$ cat config.mk
export PLATFORM = sky130hd
export DESIGN_NAME = axi4_lite_read
export DESIGN_NICKNAME = d
export VERILOG_FILES = /design/src/rtl/axi4_lite_read.sv
export SDC_FILE = /design/constraint.sdc
export NUM_CORES = 1
export LEC_CHECK = 0
export BUFFER_PORTS_ARGS = -buffer_cell sky130_fd_sc_hd__buf_2
export CAP_MARGIN = 15
export CORE_MARGIN = 2
export CORE_UTILIZATION = 40
export DETAILED_ROUTE_END_ITERATION = 6
export PLACE_DENSITY = 0.79
export SLEW_MARGIN = 20
export SYNTH_ARGS = -nofsm -noshare
export SYNTH_HDL_FRONTEND = slang
export SYNTH_SLANG_ARGS = --single-unit
$ cat constraint.sdc
create_clock -name clk_i -period 1.55 [get_ports clk_i]
set_input_delay 0.155 -clock clk_i [delete_from_list [all_inputs] [get_ports clk_i]]
set_output_delay 0.155 -clock clk_i [all_outputs]
set_load 0.01 [all_outputs]
$ cat src/rtl/axi4_lite_read.sv
`default_nettype none
// ============================================================================
//  Module      : axi4_lite_read
//  Description : AXI4-Lite read-channel slave in front of a register file
//                with a one-cycle read latency. Each AR handshake runs
//                IDLE -> FETCH -> CAPTURE -> RESP. There is one transaction
//                in flight at most, so AR handshakes are at least 4 cycles
//                apart.
//                Optional feature macro: AXI4_LITE_READ_ADDR_CHECK_EN.
//                When it is defined, an address >= DEPTH gets SLVERR with
//                zero data and no register-file strobe. When it is not
//                defined, the address is truncated to the index width and
//                the response is OKAY.
//  Revision    : 1.0 - initial release
// ============================================================================
module axi4_lite_read #(
  parameter int DEPTH     = 4,
  parameter int DATA_SIZE = 32,
  parameter int ADDR_SIZE = 4
) (
  input  logic                       clk_i,
  input  logic                       rst_clk_ni,
  // AR channel
  input  logic [ADDR_SIZE-1:0]       read_address_i,
  input  logic                       read_address_valid_i,
  output logic                       read_address_ready_o,
  // R channel
  output logic [DATA_SIZE-1:0]       read_data_o,
  output logic [1:0]                 read_response_o,
  output logic                       read_data_valid_o,
  input  logic                       read_data_ready_i,
  // register-file side
  output logic [$clog2(DEPTH)-1:0]   register_address_o,
  output logic                       register_read_enable_o,
  input  logic [DATA_SIZE-1:0]       register_data_i
);

  localparam int         c_idx_w     = $clog2(DEPTH);
  localparam logic [1:0] c_resp_okay = 2'b00;
  localparam logic [1:0] c_resp_slverr = 2'b10;

  typedef enum logic [1:0] {
    S_IDLE    = 2'd0,
    S_FETCH   = 2'd1,
    S_CAPTURE = 2'd2,
    S_RESP    = 2'd3
  } state_t;

  state_t                 r_state;
  logic [DATA_SIZE-1:0]   r_data;
  logic [1:0]             r_resp;
  logic                   r_data_valid;
  logic [c_idx_w-1:0]     r_reg_addr;
  logic                   r_reg_rd_en;
  logic                   r_addr_err;

  logic                   w_ar_ready;
  logic                   w_ar_hs;
  logic                   w_addr_err;

`ifdef AXI4_LITE_READ_ADDR_CHECK_EN
  // The address is widened by one bit so that DEPTH fits even when
  // ADDR_SIZE equals the index width.
  localparam logic [ADDR_SIZE:0] c_depth_ext = (ADDR_SIZE+1)'(DEPTH);

  // An address at or beyond the register count is an error.
  assign w_addr_err = ({1'b0, read_address_i} >= c_depth_ext);
`else
  // The address is truncated, so no address can be out of range. The
  // upper address bits drop out here on purpose.
  logic w_unused_addr;
  assign w_unused_addr = ^read_address_i;
  assign w_addr_err    = 1'b0;
`endif

  // AR ready is decoded from the state. It is held low while reset is
  // applied, so the first accept comes after reset is released.
  assign w_ar_ready = (r_state == S_IDLE) && rst_clk_ni;
  assign w_ar_hs    = w_ar_ready && read_address_valid_i;

  // Single-process FSM. All outputs are registered and change with the state.
  always_ff @(posedge clk_i) begin
    if (!rst_clk_ni) begin
      r_state      <= S_IDLE;
      r_data       <= '0;
      r_resp       <= 2'b00;
      r_data_valid <= 1'b0;
      r_reg_addr   <= '0;
      r_reg_rd_en  <= 1'b0;
      r_addr_err   <= 1'b0;
    end else begin
      // The strobe is a single-cycle pulse. It is set only on leaving IDLE.
      r_reg_rd_en <= 1'b0;
      case (r_state)
        S_IDLE: begin
          if (w_ar_hs) begin
            r_reg_addr  <= read_address_i[c_idx_w-1:0];
            r_addr_err  <= w_addr_err;
            r_reg_rd_en <= !w_addr_err;
            r_state     <= S_FETCH;
          end
        end
        S_FETCH: begin
          // The register file presents its data during the next cycle.
          r_state <= S_CAPTURE;
        end
        S_CAPTURE: begin
          if (r_addr_err) begin
            r_data <= '0;
            r_resp <= c_resp_slverr;
          end else begin
            r_data <= register_data_i;
            r_resp <= c_resp_okay;
          end
          r_data_valid <= 1'b1;
          r_state      <= S_RESP;
        end
        S_RESP: begin
          // Data and response hold until the master accepts the beat.
          if (read_data_ready_i) begin
            r_data_valid <= 1'b0;
            r_state      <= S_IDLE;
          end
        end
        default: begin
          r_state <= S_IDLE;
        end
      endcase
    end
  end

  assign read_address_ready_o   = w_ar_ready;
  assign read_data_o            = r_data;
  assign read_response_o        = r_resp;
  assign read_data_valid_o      = r_data_valid;
  assign register_address_o     = r_reg_addr;
  assign register_read_enable_o = r_reg_rd_en;

endmodule
`default_nettype wire

==> metrics.json <==
{
  "sta": {
    "fin_ws_ns": 0.1138,
    "rsz0062_at_grt": "no",
    "period_minus_slack_ns": 1.436,
    "period_share": 0.9266,
    "fin_setup_tns_ns": 0,
    "number_of_setup_violations_in_the_final_report": 0,
    "timing.clock.skew_ns": 0.002275,
    "report.final.slew_viol_count": 0,
    "final-hold-violation-count": 0,
    "max_freq_mhz": 696.3
  },
  "setup_path": {
    "r2r-start": "r_state[0]",
    "timing_worst_setup_path_type": "flop to output port",
    "rrSetupSlack_ns": 0.21,
    "worst_ep_required_time_ns": 1.39,
    "worst_r2r_endpoint": "read_data_o[27]",
    "crit_path_start_kind": "flop",
    "worstPathMaxFanout": 6,
    "element_type_at_the_critical_path_end": "output port",
    "cp_data_arrival_time_ns": 1.28,
    "r2r_cells": 5
  },
  "final_layout": {
    "drive_above_1_share": 0.4000,
    "fin_nets": 259,
    "area_growth_syn_to_layout_pct": 30.73,
    "n_antenna_cell": 0,
    "nFillCells": 357,
    "mostFrequentLayoutCell": "sky130_fd_sc_hd__buf_2",
    "finish.cell_count_without_fillers": 263,
    "commonest_non_fill_non_tap_cells_in_the_layout": "74 x sky130_fd_sc_hd__buf_2, 38 x sky130_fd_sc_hd__dfxtp_1, 34 x sky130_fd_sc_hd__mux2i_1, 33 x sky130_fd_sc_hd__nor2b_1, 7 x sky130_fd_sc_hd__nand2_1"
  },
  "pwr": {
    "design_power_total_mw": 3.332,
    "power_density_mw_per_mm2": 1626,
    "power.leakage_nw": 0.9246,
    "vdd_drop_max_uv": 675.0
  },
  "route": {
    "post-route-drc-count": 0,
    "vias": 1155,
    "detailed_router_s_first_iteration_violation_count": 28,
    "via_per_inst": 4.392,
    "totalWireLength_mm": 2.836,
    "final_routed_wire_length_divided_by_cell_count_um": 10.78,
    "firstDrtPassIters": 2,
    "route.antenna.remaining_nets": 0
  },
  "clock_network": {
    "clockBufferDepth": 2,
    "postCtsHoldBufs": 0,
    "clk_transition_reported_paths_ns": 0.07,
    "cts.sink_count": 38,
    "worstSkewPairLatency_ns": 0.28,
    "clockRootBuffer": "sky130_fd_sc_hd__clkbuf_8",
    "post_cts_resized": 0,
    "tritoncts_clock_tree": "built",
    "number_of_h_tree_branching_levels": 2,
    "post-cts-setup-buffers": 0,
    "cts_made_buffers": 5
  },
  "run_status": {
    "outcome": "finished, final reports clean"
  },
  "global_route": {
    "maximum_number_of_pins_on_one_net_before_global_route_repair": 26,
    "grt_overflow": 0,
    "grt_antenna_before_repair": 0,
    "grt_pass1_vias": 1105,
    "grt_pass1_wl_mm": 4.567,
    "grt_usage": 0.1372
  },
  "floorplan": {
    "io_pins": 79,
    "dieWidth_um": 66.61,
    "area_of_the_core_mm2": 0.003716,
    "initial_utilization": 0.4219,
    "design.die.area_mm2": 0.004436,
    "num_rows": 22,
    "die_height_um": 66.61
  },
  "place": {
    "placement.io_buffers": 74,
    "place.gp.congestion": 0.6922,
    "place.detailed.hpwl_mm": 2.135,
    "dpl.cell_count": 256,
    "pre_cts_ws_ns": 0.2147
  },
  "min_path": {
    "worst_hold_path.num_cells": 3,
    "critical_hold_path_startpoint": "register_data_i[17]",
    "worst_hold_path_type": "input port to flop",
    "worst_hold_path.endpoint": "read_data_o[17]"
  },
  "logic_synthesis": {
    "synthCells": 140,
    "yosysWarningCount": 0,
    "synth_cell_type_count": 19,
    "syn_area_mm2": 0.001568,
    "syn_area_per_cell_um2": 11.20,
    "yosys_register_bits": 38,
    "synth-seq-area-share": 0.4852
  },
  "run": {
    "maxCapViolCount": 0
  }
}
[area by class of cell]
type / count / area, um2 / share of cell area
Sequential cell: 38 / 760.7 / 0.3712
Multi-Input combinational cell: 89 / 695.7 / 0.3394
Timing Repair Buffer: 77 / 405.4 / 0.1978
Clock buffer: 6 / 82.58 / 0.04029
Tap cell: 48 / 60.06 / 0.02930
Clock inverter: 1 / 30.03 / 0.01465
Inverter: 4 / 15.01 / 0.007326
[synthesized netlist by cell type]
library cell | number | area (um2)
sky130_fd_sc_hd__nand3_1 | 2 | 10.01
sky130_fd_sc_hd__clkbuf_1 | 3 | 11.26
sky130_fd_sc_hd__dfxtp_1 | 38 | 760.7
sky130_fd_sc_hd__mux2i_1 | 34 | 340.3
sky130_fd_sc_hd__a22oi_1 | 1 | 7.510
sky130_fd_sc_hd__and2_1 | 1 | 6.260
sky130_fd_sc_hd__o22ai_2 | 1 | 12.51
sky130_fd_sc_hd__a21boi_0 | 2 | 15.01
sky130_fd_sc_hd__conb_1 | 1 | 3.750
sky130_fd_sc_hd__nand2_1 | 7 | 26.28
sky130_fd_sc_hd__buf_12 | 3 | 60.06
sky130_fd_sc_hd__and3_1 | 1 | 6.260
sky130_fd_sc_hd__buf_6 | 1 | 11.26
sky130_fd_sc_hd__ha_1 | 4 | 50.05
sky130_fd_sc_hd__inv_1 | 4 | 15.01
sky130_fd_sc_hd__buf_4 | 2 | 15.01
sky130_fd_sc_hd__nor2b_1 | 33 | 206.5
sky130_fd_sc_hd__clkbuf_2 | 1 | 5.000
sky130_fd_sc_hd__o21ai_0 | 1 | 5.000
[state kept, by name, indices dropped and copies added (netlist names)]
register,flops
read_data_valid_o,1
read_data_o,32
register_read_enable_o,1
r_state,2
register_address_o,2
[power by group]
group | switching [mW] | total [mW] | leakage, nW | internal [mW]
sequential | 0.108 | 1.31 | 0.309 | 1.20
clock | 0.315 | 0.830 | 0.0573 | 0.514
combinational | 0.598 | 1.20 | 0.558 | 0.598
total | 1.02 | 3.33 | 0.925 | 2.31
[worst max-delay path, stage by stage (launching register included)]
cell                      delay, ns
sky130_fd_sc_hd__dfxtp_1       0.37
sky130_fd_sc_hd__inv_1         0.09
sky130_fd_sc_hd__ha_1          0.26
sky130_fd_sc_hd__and2_1        0.15
sky130_fd_sc_hd__buf_2         0.13
[worst max path at each step]
stage                                       to  cells after the start  slack, ns       start
after floorplan                     r_state[0]                      6       0.34  r_state[0]
after global placement         read_data_o[26]                      5       0.26  r_state[0]
after detailed placement       read_data_o[27]                      5       0.21  r_state[0]
after CTS                 read_address_ready_o                      4       0.09  r_state[0]
after global routing      read_address_ready_o                      4       0.02  r_state[0]
final                     read_address_ready_o                      4       0.11  r_state[0]
[per-stage QoR]
step	utilization	hold WS (ns)	cell area, um2
2_1_floorplan	-	0.3075	1572
3_3_place_gp	0.5212	0.4085	1937
3_5_place_dp	0.5212	0.4210	1937
4_1_cts	0.5515	0.1147	2049
5_1_grt	0.5515	0.1305	2049
6_report	0.5515	0.1265	2049
[cells by family (layout without fill, tap and decap cells)]
logic type,count (synthesis),count (layout),share of synthesized area
buffers and inverters,14,88,0.07501
multiplexers,34,34,0.2171
adder cells (fa/ha/maj),4,4,0.03192
AND/OR/NAND/NOR,44,44,0.1628
other,1,2,0.002392
flip-flops,38,38,0.4852
AO/OA/AOI/OAI,5,5,0.02553
[per-layer routing]
metal	vias up	GRT usage	wire [um]
li1	600	-	-
met1	497	0.1566	1337
met2	52	0.2313	1218
met3	6	0.04054	236
met4	0	0.06888	44
met5	-	0	0
Power figures use the tool's default switching activity.
